===== config.mk =====
export PLATFORM = sky130hd
export DESIGN_NAME = coproc_dispatch
export DESIGN_NICKNAME = d
export VERILOG_FILES = /design/src/rtl/coproc_dispatch.sv
export SDC_FILE = /design/constraint.sdc
export NUM_CORES = 1
export LEC_CHECK = 0
export BUFFER_PORTS_ARGS = -buffer_cell sky130_fd_sc_hd__buf_2
export CORE_AREA = 3 3 164 166
export DETAILED_ROUTE_END_ITERATION = 8
export DIE_AREA = 0 0 167 169
export PLACE_DENSITY = 0.56
export SLEW_MARGIN = 40
export SYNTH_ARGS = -nofsm -noshare
export SYNTH_HDL_FRONTEND = slang
export SYNTH_SLANG_ARGS = --single-unit

===== constraint.sdc =====
create_clock -name in_clk -period 2.3 [get_ports in_clk]
set_input_delay 0.115 -clock in_clk [delete_from_list [all_inputs] [get_ports in_clk]]
set_output_delay 0.115 -clock in_clk [all_outputs]
set_load 0.02 [all_outputs]

===== src/rtl/coproc_dispatch.sv =====
// rtl/coproc_dispatch.sv - single-transaction dispatcher between the grant arbiter and a shared coprocessor
//
// Purpose:
//   Takes the arbiter's grant, captures the lowest granted client's command
//   (opcode + two operands), issues it to the coprocessor with a valid/ready
//   handshake, waits for done (guarded by a watchdog) and returns the result
//   to the originating client as a one-hot pulse. One command in flight.
//
// Ports:
//   in_clk            clock, posedge
//   in_reset          asynchronous active-low reset
//   in_grant          one-hot grant from arbiter (bit i = client i)
//   in_op/opa/opb     packed per-client opcode / operand A / operand B
//   out_ack           1-cycle one-hot pulse: command of that client captured
//   out_valid         command valid towards the coprocessor
//   out_op/out_a/out_b registered command
//   out_src           index of the client being served
//   in_ready          coprocessor accepts command when out_valid & in_ready
//   in_done/in_result coprocessor completion and result (sampled in WAIT only)
//   out_result        registered result, held until the next retire
//   out_result_valid  1-cycle one-hot pulse to the owner of out_result
//   out_err           1-cycle pulse: multi-bit grant or watchdog abort

module coproc_dispatch #(
   parameter int width   = 4,
   parameter int data_w  = 32,
   parameter int opc_w   = 4,
   parameter int timeout = 8,
   localparam int SRC_W  = (width > 1) ? $clog2(width) : 1
) (
   input  logic                      in_clk,
   input  logic                      in_reset,
   input  logic [width-1:0]          in_grant,
   input  logic [width*opc_w-1:0]    in_op,
   input  logic [width*data_w-1:0]   in_opa,
   input  logic [width*data_w-1:0]   in_opb,
   output logic [width-1:0]          out_ack,
   output logic                      out_valid,
   output logic [opc_w-1:0]          out_op,
   output logic [data_w-1:0]         out_a,
   output logic [data_w-1:0]         out_b,
   output logic [SRC_W-1:0]          out_src,
   input  logic                      in_ready,
   input  logic                      in_done,
   input  logic [data_w-1:0]         in_result,
   output logic [data_w-1:0]         out_result,
   output logic [width-1:0]          out_result_valid,
   output logic                      out_err
);

   typedef enum logic [1:0] {
      S_IDLE   = 2'd0,
      S_ISSUE  = 2'd1,
      S_WAIT   = 2'd2,
      S_RETIRE = 2'd3
   } state_t;

   state_t               r_state;
   state_t               w_state_next;

   logic [width-1:0]     r_ack;
   logic [opc_w-1:0]     r_op;
   logic [data_w-1:0]    r_a;
   logic [data_w-1:0]    r_b;
   logic [SRC_W-1:0]     r_src;
   logic [data_w-1:0]    r_result;
   logic                 r_err;
   logic [timeout-1:0]   r_wd;

   logic [SRC_W-1:0]     w_sel;
   logic [width-1:0]     w_lowbit;
   logic                 w_multi;
   logic [opc_w-1:0]     w_op;
   logic [data_w-1:0]    w_a;
   logic [data_w-1:0]    w_b;
   logic [timeout-1:0]   w_wd_next;
   logic                 w_wd_expire;

   // Two's-complement trick isolates the lowest set grant bit; any bit left
   // over after clearing it means the grant was not one-hot.
   assign w_lowbit = in_grant & (~in_grant + width'(1));
   assign w_multi  = |(in_grant & ~w_lowbit);

   always_comb begin
      w_sel = '0;
      for (int i = width - 1; i >= 0; i--) begin
         if (in_grant[i]) begin
            w_sel = SRC_W'(i);
         end
      end
   end

   always_comb begin
      w_op = in_op [int'(w_sel)*opc_w  +: opc_w];
      w_a  = in_opa[int'(w_sel)*data_w +: data_w];
      w_b  = in_opb[int'(w_sel)*data_w +: data_w];
   end

   // Abort on the WAIT edge at which the watchdog would reach all-ones,
   // i.e. after 2**timeout-1 cycles in WAIT without done.
   assign w_wd_next   = r_wd + timeout'(1);
   assign w_wd_expire = &w_wd_next;

   // State register
   always_ff @(posedge in_clk or negedge in_reset) begin
      if (!in_reset) begin
         r_state <= S_IDLE;
      end else begin
         r_state <= w_state_next;
      end
   end

   // Next-state logic
   always_comb begin
      w_state_next = r_state;
      case (r_state)
         S_IDLE:   if (|in_grant)                  w_state_next = S_ISSUE;
         S_ISSUE:  if (in_ready)                   w_state_next = S_WAIT;
         S_WAIT:   if (in_done || w_wd_expire)     w_state_next = S_RETIRE;
         S_RETIRE:                                 w_state_next = S_IDLE;
         default:                                  w_state_next = S_IDLE;
      endcase
   end

   // Output logic
   always_comb begin
      out_valid        = (r_state == S_ISSUE);
      out_result_valid = '0;
      if (r_state == S_RETIRE) begin
         out_result_valid = width'(1) << r_src;
      end
   end

   // Command capture, watchdog and result registers
   always_ff @(posedge in_clk or negedge in_reset) begin
      if (!in_reset) begin
         r_ack    <= '0;
         r_op     <= '0;
         r_a      <= '0;
         r_b      <= '0;
         r_src    <= '0;
         r_result <= '0;
         r_err    <= 1'b0;
         r_wd     <= '0;
      end else begin
         r_ack <= '0;
         r_err <= 1'b0;
         case (r_state)
            S_IDLE: begin
               if (|in_grant) begin
                  r_op  <= w_op;
                  r_a   <= w_a;
                  r_b   <= w_b;
                  r_src <= w_sel;
                  r_ack <= w_lowbit;
                  r_err <= w_multi;
               end
            end
            S_ISSUE: begin
               if (in_ready) begin
                  r_wd <= '0;
               end
            end
            S_WAIT: begin
               if (in_done) begin
                  r_result <= in_result;
               end else if (w_wd_expire) begin
                  r_result <= '0;
                  r_err    <= 1'b1;
               end else begin
                  r_wd <= w_wd_next;
               end
            end
            default: begin
            end
         endcase
      end
   end

   assign out_ack    = r_ack;
   assign out_op     = r_op;
   assign out_a      = r_a;
   assign out_b      = r_b;
   assign out_src    = r_src;
   assign out_result = r_result;
   assign out_err    = r_err;

endmodule


==> run_results.csv <==
group,metric,value,unit
status,status,"complete, no violations",
floorplanning,floorplan.initialDensity,24.2,%
critical_path,cp_num_cells,7,
clock_network,post_cts_buffers,0,
grt,gr-usage-all-layers,14.9,%
layout,areaGrowthSynthToFinish,57.3,%
sta,worst_pin_slew,0.581,ns
placement,dp_hpwl,16.7,mm
grt,grt_pass1_vias,5960,
sta,finalSetupViolCount,0,
job,drv_cap,0,
sta,slew_headroom,61.0,%
route,initialDrtViolationCount,227,
logic_synthesis,synth_edf_count,0,
logic_synthesis,synth_area_per_cell,15.4,sq um
sta,finalClockSkew,0.00783,ns
grt,grt_pass1_wl,33.1,mm
critical_path,slowest_stage,"dfrtp_1",
critical_path,timing.rr.end,"r_state[1]",
critical_path,path_buf_inv,0,
logic_synthesis,synth.yosys.seq_area_share,46.9,%
clock_network,cts_buffer_depth,2,
sta,fin_crit_sh,92.6,%
worst_hold_path,min-delay-start,"in_grant[1]",
sta,rsz0062_at_grt,"no",
clock_network,clk_pin_slew,0.06,ns
grt,grt_max_degree,70,
logic_synthesis,yosys_warnings,0,
route,wirelength,21.4,mm
grt,antenna_found_initial,1,
logic_synthesis,synthFlopType,"dfrtp_1",
critical_path,critical_path.max_fanout,5,
route,antenna_left,0,
sta,period_minus_slack,2.13,ns
sta,drv_slew,0,
floorplanning,die-area,0.0282,sq mm
logic_synthesis,netlist_area,0.00624,sq mm
route,vias_per_cell,4.62,
floorplanning,pin_count,424,
sta,final.setup.tns,0,ns
critical_path,path_delay_family,"flip-flops",
placement,portBuffers,423,
sta,finalHoldViolations,0,
layout,final_layout_size_suffix_gt1_share,70.1,%
layout,diodes,0,
critical_path,startpoint,"r_wd[1]",
floorplanning,die_w,167,um
route,vias,5605,
clock_network,htreeDepth,4,
clock_network,clock_sinks,117,
power,p_leak,4.68,nW
critical_path,r2r_cells,7,
route,first_pass_iters,4,
layout,multi_input_area,0.00316,sq mm
floorplanning,die_h,169,um
critical_path,worstSetupStartpointType,"flop",
clock_network,cts_tree,"built",
logic_synthesis,synthArstFlopShare,100,%
route,wire_per_inst,17.7,um
logic_synthesis,syn_nets,723,
clock_network,cts_buffers,17,
critical_path,worstPathRequired,2.59,ns
critical_path,rr_startpoint,"r_wd[1]",
clock_network,cts-root-buf,"clkbuf_16",
logic_synthesis,syn_inst,405,
critical_path,crit_type,"flop to flop",
critical_path,cp_slowest_stage_delay,0.46,ns
route,drc,0,
layout,regArea,0.00293,sq mm
clock_network,clk_latency,0.41,ns
grt,gr-total-overflow,0,
critical_path,arrival,2.42,ns
layout,utilization,38.1,%
floorplanning,fp-row-count,59,
logic_synthesis,synth.distinct_cells,40,
placement,routabilityCongestion,0.773,
sta,timing.fmax,469,MHz
critical_path,path_cells,"ha_4, nand3_1, xnor2_1, o211ai_1, or2_1, a311oi_2, mux2_2",
power,vdd_drop_max,0.000478,V
sta,hold_slack,0.0333,ns
critical_path,crit_end,"r_state[1]",
power,p_per_area,1160,mW/mm^2
worst_hold_path,hold_path.class,"input pin to flop",
layout,filler_cell_count,2503,
critical_path,r2r_setup_slack,0.17,ns
logic_synthesis,ys_ff_latch,117,
layout,layout.nets,1182,
floorplanning,core,0.0258,sq mm
critical_path,worstSetupEndpointType,"flop",
[state kept, by name, summed over array words and instances (netlist names)]
name        flops
out_a          32
out_b          32
out_result     32
r_wd            8
out_ack         4
out_op          4
out_src         2
r_state         2
out_err         1
[area by class of cell]
class,count,share of cell area [%]
clock inverters,15,1.86
clock buffers,17,4.33
flip-flops and latches,117,29.8
inverters,9,0.344
multi-input cells,249,32.2
repair buffers,470,27.1
well taps,335,4.27
[repair_timing]
action / 4_1_cts / 5_1_grt
hold endpoints to repair: 152 / 0
setup endpoints to repair: 0 / 3
hold buffers: 36 / 0
gates resized for setup: 0 / 3
[report_power, final]
part           switching, mW  internal (mW)
clock network           1.11           1.65
registers              0.500           3.03
logic                   2.82           2.32
total                   4.43           7.00
[worst min path at each step]
stage                 endpoint  slack [ns]  depth (start not counted)
floorplan             out_a[0]       -0.18                          0
global placement      out_a[9]        0.12                          2
detailed placement   out_a[31]        0.13                          2
CTS                 out_ack[1]       0.003                          3
global route        out_ack[1]        0.04                          3
finish              out_ack[1]        0.03                          3
[through the flow]
stage | instances | instance area (sq um) | setup slack (ns) | power [mW]
after floorplan | 405 | 6240 | 0.282 | 6.74
after global placement | 1144 | 8830 | 0.108 | 8.67
after detailed placement | 1144 | 8830 | 0.0560 | 8.72
after CTS | 1212 | 9800 | 0.0533 | 11.6
after global routing | 1212 | 9810 | 0.0293 | 12.1
final | 1212 | 9810 | 0.170 | 11.4
[synth_stat cells (all sizes together), types with 3 or more instances]
cell,n,area share [%]
dfrtp,117,47
mux2,70,13
mux4,68,25
a22o,32,4.5
buf,22,2.0
nor2,11,0.66
o21ai,10,0.86
inv,9,0.54
clkbuf,8,0.48
nand2,8,0.48
ha,6,1.2
nand3,5,0.48
o31ai,5,0.60
nor3,4,0.48
a31oi,3,0.30
and3,3,0.30
[tightest hold or removal path: cells and delay by family]
family                 cells  cell delay (ns)
buffers and inverters      1             0.17
AND/OR/NAND/NOR            2             0.11
[logic make-up (layout without fill, tap and decap cells)]
kind of cell | Yosys count | in the layout | share of synthesized area (%)
mux | 138 | 138 | 37.2
fa+ha+maj | 7 | 7 | 1.36
simple gates | 43 | 43 | 3.71
flops | 117 | 117 | 46.9
compound gates | 59 | 59 | 7.48
xor+xnor | 2 | 2 | 0.281
buf+inv | 39 | 511 | 3.07
[cells in the final DEF (no fill, tap or decap), types with 5 or more instances in the layout]
cell / count
a22o_1: 32
buf_12: 8
buf_2: 422
clkbuf_16: 17
dfrtp_1: 116
dlygate4sd3_1: 36
ha_1: 5
inv_1: 8
inv_6: 6
mux2_2: 70
mux4_2: 68
nand2_1: 8
nor2_1: 9
o21ai_0: 9
[layer usage]
metal / part of all wire (%) / GRT usage [%] / routed length [um] / vias to the layer above
met1: 40 / 18.0 / 8560 / 2760
li1: - / - / - / 2537
met3: 7.4 / 4.13 / 1580 / 25
met5: 0.061 / 0 / 13 / -
met4: 2.2 / 4.63 / 471 / 2
met2: 50 / 25.9 / 10800 / 281
Power figures use the tool's default switching activity.
